## config.mk

```make
export PLATFORM = sky130hd
export DESIGN_NAME = cpu_mem_port
export DESIGN_NICKNAME = d
export VERILOG_FILES = /design/src/rtl/cpu_mem_port.sv
export SDC_FILE = /design/constraint.sdc
export NUM_CORES = 1
export LEC_CHECK = 0
export CAP_MARGIN = 20
export CORE_MARGIN = 1.5
export CORE_UTILIZATION = 47
export DETAILED_ROUTE_END_ITERATION = 7
export PLACE_DENSITY = 0.93
export SLEW_MARGIN = 20
export SYNTH_ARGS = -nofsm -noshare
export SYNTH_HDL_FRONTEND = slang
export SYNTH_SLANG_ARGS = --single-unit
```

## constraint.sdc

```tcl
create_clock -name clk -period 5.76 [get_ports clk]
set_input_delay 1.152 -clock clk [delete_from_list [all_inputs] [get_ports clk]]
set_output_delay 1.152 -clock clk [all_outputs]
set_load 0.02 [all_outputs]
```

## src/rtl/cpu_mem_port.sv

```systemverilog
// Memory-side port for the LC-3b multicycle CPU: registers each MAR/MDR request,
// runs it over a req/ack physical bus with timeout abort, and returns a one-cycle mem_resp.
module cpu_mem_port #(
  parameter int unsigned TIMEOUT   = 64,
  parameter int unsigned CNTW      = 16,
  parameter logic [15:0] ERR_RDATA = 16'hDEAD
) (
  input  logic        clk,
  input  logic        rst,
  input  logic        mem_read,
  input  logic        mem_write,
  input  logic [1:0]  mem_byte_enable,
  input  logic [15:0] mem_address,
  input  logic [15:0] mem_wdata,
  output logic [15:0] mem_rdata,
  output logic        mem_resp,
  output logic        pmem_req,
  output logic        pmem_we,
  output logic [15:0] pmem_addr,
  output logic [1:0]  pmem_wmask,
  output logic [15:0] pmem_wdata,
  input  logic [15:0] pmem_rdata,
  input  logic        pmem_ack,
  input  logic        err_clr,
  output logic [1:0]  err_flags
);

  localparam logic [1:0] IDLE = 2'd0;
  localparam logic [1:0] REQ  = 2'd1;
  localparam logic [1:0] RESP = 2'd2;

  localparam logic [CNTW-1:0] CNT_LAST = CNTW'(TIMEOUT - 1);
  localparam logic [CNTW-1:0] CNT_MAX  = {CNTW{1'b1}};

  logic [1:0]      state_q, state_d;
  logic [15:0]     addr_q, addr_d;
  logic            we_q, we_d;
  logic [1:0]      wmask_q, wmask_d;
  logic [15:0]     wdata_q, wdata_d;
  logic [15:0]     rdata_q, rdata_d;
  logic [CNTW-1:0] cnt_q, cnt_d;
  logic [1:0]      err_q, err_d;
  logic            set_timeout, set_conflict;

  always_comb begin
    state_d      = state_q;
    addr_d       = addr_q;
    we_d         = we_q;
    wmask_d      = wmask_q;
    wdata_d      = wdata_q;
    rdata_d      = rdata_q;
    cnt_d        = cnt_q;
    set_timeout  = 1'b0;
    set_conflict = 1'b0;

    unique case (state_q)
      IDLE: begin
        if (mem_read || mem_write) begin
          state_d      = REQ;
          addr_d       = {mem_address[15:1], 1'b0};
          // A read+write conflict is resolved as a write and flagged.
          we_d         = mem_write;
          wmask_d      = mem_write ? mem_byte_enable : 2'b00;
          wdata_d      = mem_wdata;
          cnt_d        = '0;
          set_conflict = mem_read && mem_write;
        end
      end
      REQ: begin
        if (cnt_q != CNT_MAX) begin
          cnt_d = cnt_q + CNTW'(1);
        end
        // Ack on the expiry cycle takes priority over the timeout.
        if (pmem_ack) begin
          state_d = RESP;
          if (!we_q) begin
            rdata_d = pmem_rdata;
          end
        end else if (cnt_q == CNT_LAST) begin
          state_d     = RESP;
          rdata_d     = ERR_RDATA;
          set_timeout = 1'b1;
        end
      end
      RESP: begin
        state_d = IDLE;
      end
      default: begin
        state_d = IDLE;
      end
    endcase
  end

  // Clear first so a same-cycle set survives.
  always_comb begin
    err_d = err_clr ? 2'b00 : err_q;
    if (set_timeout) begin
      err_d[0] = 1'b1;
    end
    if (set_conflict) begin
      err_d[1] = 1'b1;
    end
  end

  always_ff @(posedge clk or posedge rst) begin
    if (rst) begin
      state_q <= IDLE;
      addr_q  <= '0;
      we_q    <= 1'b0;
      wmask_q <= '0;
      wdata_q <= '0;
      rdata_q <= '0;
      cnt_q   <= '0;
      err_q   <= '0;
    end else begin
      state_q <= state_d;
      addr_q  <= addr_d;
      we_q    <= we_d;
      wmask_q <= wmask_d;
      wdata_q <= wdata_d;
      rdata_q <= rdata_d;
      cnt_q   <= cnt_d;
      err_q   <= err_d;
    end
  end

  assign pmem_req   = (state_q == REQ) && !rst;
  assign pmem_we    = we_q;
  assign pmem_addr  = addr_q;
  assign pmem_wmask = wmask_q;
  assign pmem_wdata = wdata_q;
  assign mem_resp   = (state_q == RESP);
  assign mem_rdata  = rdata_q;
  assign err_flags  = err_q;

endmodule

```

### Word level (Yosys, flattened, before mapping)

Index checks and enable logic that the tools add are counted.

* memory bits (read-only): 0
* register bits: 70
* logic and storage cells: 50
* memories kept: 0
* RAM bits: 0
* bits of input ports: 56
* output and inout bits: 55
* bits in latches: 0

* bitwise gates (word level): 0
* multipliers: 0
* add/sub/neg operators: 1
* order comparisons: 0
* div/mod/pow operators: 0
* equal/unequal tests: 8
* shift-type cells: 0
* reductions and logical operators: 13
* mux-type cells: 19

Operators by type and width (count)
* $mux 16: 5
* $pmux 16 s2: 1
* $add 16x1->16 const B: 1
* $eq 16x6->1 const B: 1
* $ne 16x16->1 const B: 1
* $mux 2: 5
* $reduce_bool 2->1: 4
* $mux 1: 7
* $ne 2x2->1 const B: 3
* $reduce_and 3->1: 2
* $pmux 2 s2: 1
* $reduce_and 2->1: 2
* $ne 3x3->1 const B: 1
* $eq 2x1->1 const B: 1
* $eq 2x2->1 const B: 1
* $logic_and 1x1->1: 2
* $logic_not 2->1: 1
* $logic_not 1->1: 1
* $logic_or 1x1->1: 1

### Longest topological paths before layout

Gate-level depths: netlist (run 1).

* word-level depth: 5
* gate-level depth with buffers: 8
* depth with buffers taken out: 6

### Worst setup path after synthesis (run 1)

No wires, ideal clock.

* path type: input port to output port
* start point: input rst
* end point: output pmem_req
* stages on the path: 1
* buffers on the path: 0
* required time: 4.608 ns
* arrival time: 1.445 ns
* path slack: 3.163 ns
* path through: nor2_1

* word-level cells in the longest chain between the ends: 2

Ends and longest elaborated chain
* from (decl): line 9 `input logic rst,`
* $logic_not 1->1: line 127 `assign pmem_req = (state_q == REQ) && !rst;`
* $logic_and 1x1->1: line 127
* to (decl): line 17 `output logic pmem_req,`

Every way passes these cells.

### Worst setup path after layout (run 1)

Ends and elaborated chain as after synthesis.

==> flow_summary.json, run 1 <==
{
  "io_buffers": 108,
  "numCtsBuffers": 9,
  "hold_path_end": "pmem_wdata[2]$_DFFE_PP0P_",
  "clockRootBuffer": "clkbuf_8",
  "syn_area_per_cell_um2": 9.13,
  "final_util": 0.674,
  "grt_max_degree": 46,
  "criticalPathCategory": "in -> out",
  "htree_levels": 3,
  "whs_path_depth": 2,
  "relSlewSlack": 0.339,
  "cellPowerDensity_nw_per_um2": 540,
  "total_power_mw": 2.45,
  "dieArea_um2": 7400,
  "pre_cts_slack_ps": 2190,
  "grt-ovfl-total": 0,
  "reg2reg_slack_ps": 3370,
  "start_kind": "input pin",
  "hold_buffers": 0,
  "maxSlewViolCount": 0,
  "multi_input_area_um2": 1350,
  "synth-seq-area-share": 0.540,
  "wirelength_um": 8070,
  "fin_nets": 511,
  "wl_per_cell_um": 15.1,
  "antenna_found_initial": 0,
  "hold_viol": 0,
  "clockBufferDepth": 2,
  "vias": 2959,
  "cap_violations": 0,
  "worst_slack_ps": 2290,
  "mostFrequentLayoutCells": "nand2_1 (122), clkdlybuf4s50_1 (108), dfrtp_1 (70), o21ai_0 (21), o31ai_1 (14)",
  "grt_pass1_wl_um": 13400,
  "area_growth_pct": 39.8,
  "fin_tns_setup_ps": 0,
  "yosysTopAreaCellShare": 0.540,
  "setup_violations": 0,
  "yosys_warnings": 0,
  "hold_path.class": "reg -> reg",
  "via_per_inst": 5.52,
  "coreArea_um2": 6720,
  "clock-sinks": 70,
  "num-fill-cells": 492,
  "ys_types": 41,
  "firstDrtPassIters": 4,
  "leakage_nw": 2.02,
  "syn-instance-count": 355,
  "synth_edf_count": 0,
  "run_status": "finished, final reports clean",
  "dp_hpwl_um": 5700,
  "final_area_um2": 4530,
  "synth-async-reset-ratio": 1.00,
  "cp-end-kind": "output pin",
  "ios": 111,
  "die_width_um": 86.1,
  "vdd_ir_drop_max_mv": 0.358,
  "cts_resized": 0,
  "skew_ps": 8.47,
  "synth_fp_nets": 412,
  "synth_seq_cells": 70,
  "rows": 30,
  "postCtsSetupRepairBufs": 0,
  "holdCritStartpoint": "pmem_wdata[2]$_DFFE_PP0P_",
  "worstMarginPinSlew_ps": 992,
  "cts_tree": "done",
  "register_area_um2": 1750,
  "synthFlopType": "dfrtp_1",
  "reg2reg_depth": 5,
  "initial_utilization": 0.482,
  "fmax_mhz": 288,
  "post_dp_cell_area_um2": 4330,
  "grt_usage": 0.231,
  "synth_area_leaders": "dfrtp_1 (54%), nand2_1 (14%), o21ai_0 (3.4%), o31ai_1 (3.2%), nand2b_1 (2.3%)",
  "crit_fanout": 2,
  "layout-drive-gt1-share": 0.0614,
  "min_period_ps": 3470,
  "finalCritPeriodShare": 0.603,
  "ant_nets": 0,
  "regToRegEndpoint": "cnt_q[13]$_DFFE_PP0P_",
  "antenna_cells": 0,
  "die_h_um": 86.1,
  "final_common_cell": "nand2_1",
  "clk_latency_ps": 340,
  "routabilityCongestion": 0.914,
  "cp.arrival_ps": 2320,
  "clk_pin_slew_ps": 60,
  "yosysTopAreaCell": "dfrtp_1",
  "drc": 0,
  "drtIter0Drc": 188,
  "syn_area_um2": 3240,
  "cp.required_ps": 4610,
  "rsz0062_at_grt": "no",
  "first_global_vias": 2862,
  "r2r_start": "state_q[0]$_DFFE_PP0P_"
}
==> worst max path at each step <==
stage / startpoint / to / slack [ps] / cells after the start
after CTS: rst / pmem_req / 2290 / 3
final: rst / pmem_req / 2290 / 3
after global placement: mem_write / cnt_q[9]$_DFFE_PP0P_ / 2310 / 5
after floorplan: rst / cnt_q[0]$_DFFE_PP0P_ / 2840 / 1
after detailed placement: mem_write / cnt_q[13]$_DFFE_PP0P_ / 2190 / 5
after global routing: rst / pmem_req / 2240 / 3
==> cells by family after synthesis <==
family / count (synthesis) / share of synthesized area
and+or+nand+nor: 178 / 0.244
AOI/OAI and AO/OA: 70 / 0.154
DFF: 70 / 0.540
buffers and inverters: 31 / 0.0455
xor gates and xnor gates: 2 / 0.00540
muxes: 2 / 0.00656
adders and majority gates: 1 / 0.00386
other: 1 / 0.00116
==> critical path: stages <==
cell             delay, ps
clkdlybuf4s50_1        440
nor2_1                 120
clkdlybuf4s50_1        610
==> per-layer routing <==
layer	part of all wire	global-route usage	up-vias
li1	-	-	1404
met1	0.41	0.289	1428
met2	0.49	0.375	115
met3	0.086	0.0818	12
met4	0.015	0.0762	0
met5	0	0	-
==> synth_stat cells, drive strengths merged (2+ instances only) <==
master   instances
a21oi            8
a2bb2oi         11
a32o             2
and3             2
buf              5
clkbuf          18
dfrtp           70
inv              8
nand2          122
nand2b          12
nand3           12
nand4            5
nand4b           2
nor2             9
nor2b            2
nor3             2
nor4             3
o211ai           4
o21a             4
o21ai           22
o311ai           3
o31ai           14
or4              4
==> sequential cells by signal (all words and copies together), names as in the netlist <==
signal      flops
err_flags       2
pmem_we         1
pmem_wdata     16
state_q         2
pmem_wmask      2
mem_rdata      16
pmem_addr      15
cnt_q          16
==> metrics by stage <==
stage,hold slack (ps),std cells
after floorplan,503,355
after global placement,457,523
after detailed placement,461,523
after CTS,478,536
after global routing,502,536
final,472,536
==> power breakdown <==
group | internal [mW] | switching (mW)
Sequential | 0.687 | 0.160
Combinational | 0.550 | 0.650
Clock | 0.228 | 0.170
Total | 1.47 | 0.979
==> area by class of cell <==
cell class                      instances  area share
Multi-Input combinational cell        254       0.298
Inverter                                8     0.00663
Tap cell                               80      0.0221
Clock buffer                           12      0.0365
Sequential cell                        70       0.387
Timing Repair Buffer                  111       0.244
Clock inverter                          1     0.00663
Power figures use the tool's default switching activity.
==> inputs of run 2 (changes only) <==
--- a/config.mk
+++ b/config.mk
@@ -7,9 +7,9 @@
 export LEC_CHECK = 0
 export CAP_MARGIN = 20
 export CORE_MARGIN = 1.5
-export CORE_UTILIZATION = 47
+export CORE_UTILIZATION = 45
 export DETAILED_ROUTE_END_ITERATION = 7
-export PLACE_DENSITY = 0.93
+export PLACE_DENSITY = 0.9
 export SLEW_MARGIN = 20
 export SYNTH_ARGS = -nofsm -noshare
 export SYNTH_HDL_FRONTEND = slang
==> constraint.sdc (replaced) <==
create_clock -name clk -period 3.27 [get_ports clk]
set_input_delay 0.654 -clock clk [delete_from_list [all_inputs] [get_ports clk]]
set_output_delay 0.654 -clock clk [all_outputs]
set_load 0.02 [all_outputs]
==> run 2 against run 1 <==
Effect of this change:
- sequential share of layout area shrank 0.48 points
- critical endpoint unchanged
- largest power group unchanged
- setup slack lost 1500 ps
- clock-buffer cell count shrank 1
==> flow_summary.json, run 2 (same netlist as run 1, synthesis figures left out) <==
{
  "run_status": "finished, final reports clean",
  "wirelength_um": 8120,
  "holdCritStartpoint": "pmem_addr[14]$_DFFE_PP0P_",
  "reg2reg_slack_ps": 1060,
  "setup_violations": 0,
  "dp_hpwl_um": 5590,
  "die_h_um": 87.9,
  "io_buffers": 108,
  "via_per_inst": 5.26,
  "hold_path.class": "reg -> reg",
  "vias": 2948,
  "cp.arrival_ps": 1810,
  "firstDrtPassIters": 4,
  "leakage_nw": 2.05,
  "final_util": 0.668,
  "dieArea_um2": 7720,
  "htree_levels": 3,
  "power.share.switching": 0.404,
  "cts_tree": "done",
  "worstSetupStartpoint": "rst",
  "ios": 111,
  "postCtsSetupRepairBufs": 0,
  "area_growth_pct": 41.5,
  "antenna_found_initial": 0,
  "pwr-share-comb": 0.506,
  "clockBufferDepth": 2,
  "clkPwrFrac": 0.162,
  "clk_latency_ps": 350,
  "cellPowerDensity_nw_per_um2": 945,
  "numCtsBuffers": 9,
  "grt_pass1_wl_um": 13400,
  "clock-sinks": 70,
  "cap_violations": 0,
  "grt-ovfl-total": 0,
  "ant_nets": 0,
  "fin_nets": 516,
  "critical_path.most_common_cell": "clkdlybuf4s50_1",
  "drc": 0,
  "crit_fanout": 2,
  "die_width_um": 87.9,
  "max_stage_delay_ps": 610,
  "initial_utilization": 0.472,
  "cp.required_ps": 2620,
  "cp-end-kind": "output pin",
  "total_power_mw": 4.33,
  "seq_power_share": 0.332,
  "worstPathCellList": "clkdlybuf4s50_1 -> nor2_1 -> clkdlybuf4s50_1",
  "fmax_mhz": 405,
  "fin_tns_setup_ps": 0,
  "clockRootBuffer": "clkbuf_8",
  "vdd_ir_drop_max_mv": 0.613,
  "final_common_cell": "nand2_1",
  "worstMarginPinSlew_ps": 859,
  "clk_pin_slew_ps": 70,
  "criticalPathCategory": "in -> out",
  "rows": 30,
  "skew_ps": 8.92,
  "drtIter0Drc": 213,
  "power.switching_mw": 1.75,
  "relSlewSlack": 0.427,
  "finalCritPeriodShare": 0.755,
  "r2r_start": "cnt_q[0]$_DFFE_PP0P_",
  "grt_usage": 0.225,
  "coreArea_um2": 6870,
  "min_period_ps": 2470,
  "p_int_mw": 2.58,
  "cts_resized": 0,
  "maxSlewViolCount": 0,
  "hold_viol": 0,
  "first_global_vias": 2957,
  "critPathSlowestCell": "clkdlybuf4s50_1",
  "start_kind": "input pin",
  "wl_per_cell_um": 14.5,
  "num-fill-cells": 528,
  "mostFrequentLayoutCells": "nand2_1 (122), clkdlybuf4s50_1 (108), dfrtp_1 (70), o21ai_0 (21), o31ai_1 (14)",
  "hold_buffers": 0,
  "routabilityCongestion": 0.856,
  "rsz0062_at_grt": "no",
  "pre_cts_slack_ps": 796,
  "layout-drive-gt1-share": 0.0711,
  "antenna_cells": 0,
  "grt_max_degree": 71,
  "worst_slack_ps": 802
}
-- run 2: cell types whose count changed in the layout (fill, tap and decap cells not counted), sizes merged --
cell and change:
buf +5, clkinv +3, clkbuf -1, inv +1
-- run 2: final cells by class --
class,instances,area [um2],share of cell area
Sequential cell,70,1750,0.382
Multi-Input combinational cell,254,1350,0.293
Timing Repair Buffer,116,1140,0.249
Clock buffer,11,141,0.0308
Tap cell,96,120,0.0262
Clock inverter,5,57.6,0.0125
Inverter,8,30.0,0.00654
-- run 2: final timing paths --
kind / end / depth (start not counted)
min in group asynchronous: mem_rdata[9]$_DFFE_PP0P_ / 3
setup / recovery: pmem_req / 3
hold / removal: pmem_addr[14]$_DFFE_PP0P_ / 2
max in group asynchronous: cnt_q[12]$_DFFE_PP0P_ / 3
hold reg to reg: pmem_addr[14]$_DFFE_PP0P_ / 2
setup reg to reg: mem_rdata[1]$_DFFE_PP0P_ / 6
-- run 2: power groups by stage --
stage	logic, mW	clock network [mW]	registers (mW)
2_1_floorplan	0.883	0	1.81
3_3_place_gp	2.14	0	1.43
3_5_place_dp	2.20	0	1.45
4_1_cts	2.22	0.718	1.44
5_1_grt	2.38	0.752	1.48
6_report	2.19	0.701	1.44
-- run 2: metal layers --
metal  GRT usage  vias up  wire length (um)
met3      0.0792       13               689
met2       0.375      119              4060
met5           0        -                 0
met4      0.0981        0               135
met1       0.263     1399              3240
li1            -     1417                 -
-- run 2: metrics by stage --
stage	hold slack [ps]	cell area, um2	cells
after floorplan	503	3240	355
after global placement	457	4390	544
after detailed placement	461	4390	544
after CTS	480	4590	560
after global routing	500	4590	560
final	473	4590	560
-- run 2: worst max-delay path, delay by kind of cell --
kind	cells	cell delay [ps]
and+or+nand+nor	1	120
buffers and inverters	2	1040
==> inputs of run 3 (changes only) <==
--- a/config.mk
+++ b/config.mk
@@ -7,9 +7,9 @@
 export LEC_CHECK = 0
 export CAP_MARGIN = 20
 export CORE_MARGIN = 1.5
-export CORE_UTILIZATION = 45
+export CORE_UTILIZATION = 41
 export DETAILED_ROUTE_END_ITERATION = 7
-export PLACE_DENSITY = 0.9
+export PLACE_DENSITY = 0.87
 export SLEW_MARGIN = 20
 export SYNTH_ARGS = -nofsm -noshare
 export SYNTH_HDL_FRONTEND = slang
==> constraint.sdc (replaced) <==
create_clock -name clk -period 2.1 [get_ports clk]
set_input_delay 0.42 -clock clk [delete_from_list [all_inputs] [get_ports clk]]
set_output_delay 0.42 -clock clk [all_outputs]
set_load 0.02 [all_outputs]
==> run 3 against run 2 <==
Effect of this change:
- register-to-register slack worse by 900 ps
- highest routed layer unchanged
- die area grew 9.4%
- wire length increased by 2.9%
- hold slack better by 5.7 ps
- largest cell class unchanged
- critical endpoint is now mem_rdata[11]$_DFFE_PP0P_
==> flow_summary.json, run 3 (same netlist as run 1, synthesis figures left out) <==
{
  "clk_latency_ps": 340,
  "path_delay_family": "simple AND/OR/NAND/NOR gates",
  "cts_tree": "done",
  "fin_nets": 525,
  "antenna_cells": 0,
  "routabilityCongestion": 0.884,
  "final_area_um2": 4690,
  "first_global_vias": 3040,
  "drtIter0Drc": 268,
  "maxSlewViolCount": 0,
  "worstPathCellList": "ha_1 -> and4_1 -> nand2_1 -> nor3_2 -> o21a_1 -> buf_4 -> a2bb2oi_1",
  "dieArea_um2": 8450,
  "crit_fanout": 7,
  "ant_nets": 0,
  "vias": 3006,
  "cap_violations": 0,
  "io_buffers": 108,
  "grt-ovfl-total": 0,
  "total_power_mw": 6.85,
  "cellPowerDensity_nw_per_um2": 1460,
  "cp.arrival_ps": 2200,
  "die_h_um": 91.9,
  "rows": 32,
  "fin_tns_setup_ps": 0,
  "finalCritPeriodShare": 0.925,
  "clock-sinks": 70,
  "ios": 111,
  "min_period_ps": 1940,
  "post_dp_cell_area_um2": 4480,
  "grt_max_degree": 71,
  "num-fill-cells": 631,
  "criticalPathCategory": "reg -> reg",
  "critPathSlowestCell": "dfrtp_1",
  "clockRootBuffer": "clkbuf_8",
  "grt_pass1_wl_um": 14300,
  "grt_usage": 0.212,
  "start_kind": "register",
  "die_width_um": 91.9,
  "max_stage_delay_ps": 410,
  "dp_hpwl_um": 5950,
  "cp.required_ps": 2360,
  "area_growth_pct": 44.6,
  "drc": 0,
  "coreArea_um2": 7690,
  "antenna_found_initial": 0,
  "mostFrequentLayoutCells": "nand2_1 (122), clkdlybuf4s50_1 (107), dfrtp_1 (70), o21ai_0 (21), buf_4 (16)",
  "holdWs_ps": 479,
  "initial_utilization": 0.422,
  "firstDrtPassIters": 4,
  "rsz0062_at_grt": "no",
  "cp_num_buf_inv": 1,
  "layout-drive-gt1-share": 0.0909,
  "hold_viol": 0,
  "clk_pin_slew_ps": 80,
  "hold_path.class": "reg -> reg",
  "numCtsBuffers": 9,
  "wl_per_cell_um": 14.5,
  "htree_levels": 3,
  "fmax_mhz": 515,
  "run_status": "finished, final reports clean",
  "wirelength_um": 8360,
  "clockBufferDepth": 2,
  "cp-end-kind": "register",
  "hold_buffers": 0,
  "final_common_cell": "nand2_1",
  "via_per_inst": 5.23,
  "vdd_ir_drop_max_mv": 0.995,
  "setup_violations": 0,
  "skew_ps": 10.8,
  "leakage_nw": 2.10
}
[run 3: per-layer routing]
| metal | part of all wire | vias up | global-route usage |
|---|---|---|---|
| met2 | 0.50 | 114 | 0.351 |
| met1 | 0.41 | 1449 | 0.267 |
| li1 | - | 1435 | - |
| met4 | 0.0083 | 0 | 0.0628 |
| met3 | 0.080 | 8 | 0.0672 |
| met5 | 0 | - | 0 |
[run 3: area by class of cell]
type / count / area (um2) / share of cell area
clock inverter: 6 / 67.6 / 0.0144
timing repair buffer: 125 / 1220 / 0.261
sequential: 70 / 1750 / 0.374
tap: 102 / 128 / 0.0272
inverter: 8 / 33.8 / 0.00721
clock buffer: 10 / 138 / 0.0294
multi-input combinational: 254 / 1350 / 0.287
[run 3: metrics by stage]
step | worst slack, ps | utilization | cells
4_1_cts | 30.9 | 0.610 | 575
5_1_grt | 5.97 | 0.610 | 575
6_report | 158 | 0.610 | 575
2_1_floorplan | 396 | - | 355
3_5_place_dp | 47.8 | 0.583 | 559
3_3_place_gp | 96.2 | 0.583 | 559
[run 3: worst register-to-register path: stages, from the launching register on]
cell and delay [ps]:
dfrtp_1 410, ha_1 260, and4_1 300, nand2_1 120, nor3_2 270, o21a_1 170
buf_4 160, a2bb2oi_1 180
[run 3: report_power, final]
group	leakage, nW	internal [mW]	switching (mW)
clock	0.0993	0.587	0.524
sequential	0.878	1.88	0.359
combinational	1.12	1.61	1.89
total	2.10	4.08	2.78
[run 3: timing repair]
| item | in CTS | in global routing |
|---|---|---|
| setup buffers | 0 | 0 |
| setup endpoints to repair | 0 | 1 |
| endpoints found under the hold margin | 0 | 0 |
| resized for setup | 0 | 1 |
[run 3: path summary, 6_finish.rpt]
| check | from | endpoint | slack, ps | depth (start not counted) |
|---|---|---|---|---|
| max | cnt_q[0]$_DFFE_PP0P_ | mem_rdata[11]$_DFFE_PP0P_ | 160 | 7 |
| min | pmem_addr[15]$_DFFE_PP0P_ | pmem_addr[15]$_DFFE_PP0P_ | 480 | 2 |
| max reg2reg | cnt_q[0]$_DFFE_PP0P_ | mem_rdata[11]$_DFFE_PP0P_ | 160 | 7 |
| min reg2reg | pmem_addr[15]$_DFFE_PP0P_ | pmem_addr[15]$_DFFE_PP0P_ | 480 | 2 |
| max in group asynchronous | rst | pmem_wdata[12]$_DFFE_PP0P_ | 1170 | 4 |
| min in group asynchronous | rst | mem_rdata[1]$_DFFE_PP0P_ | 610 | 4 |
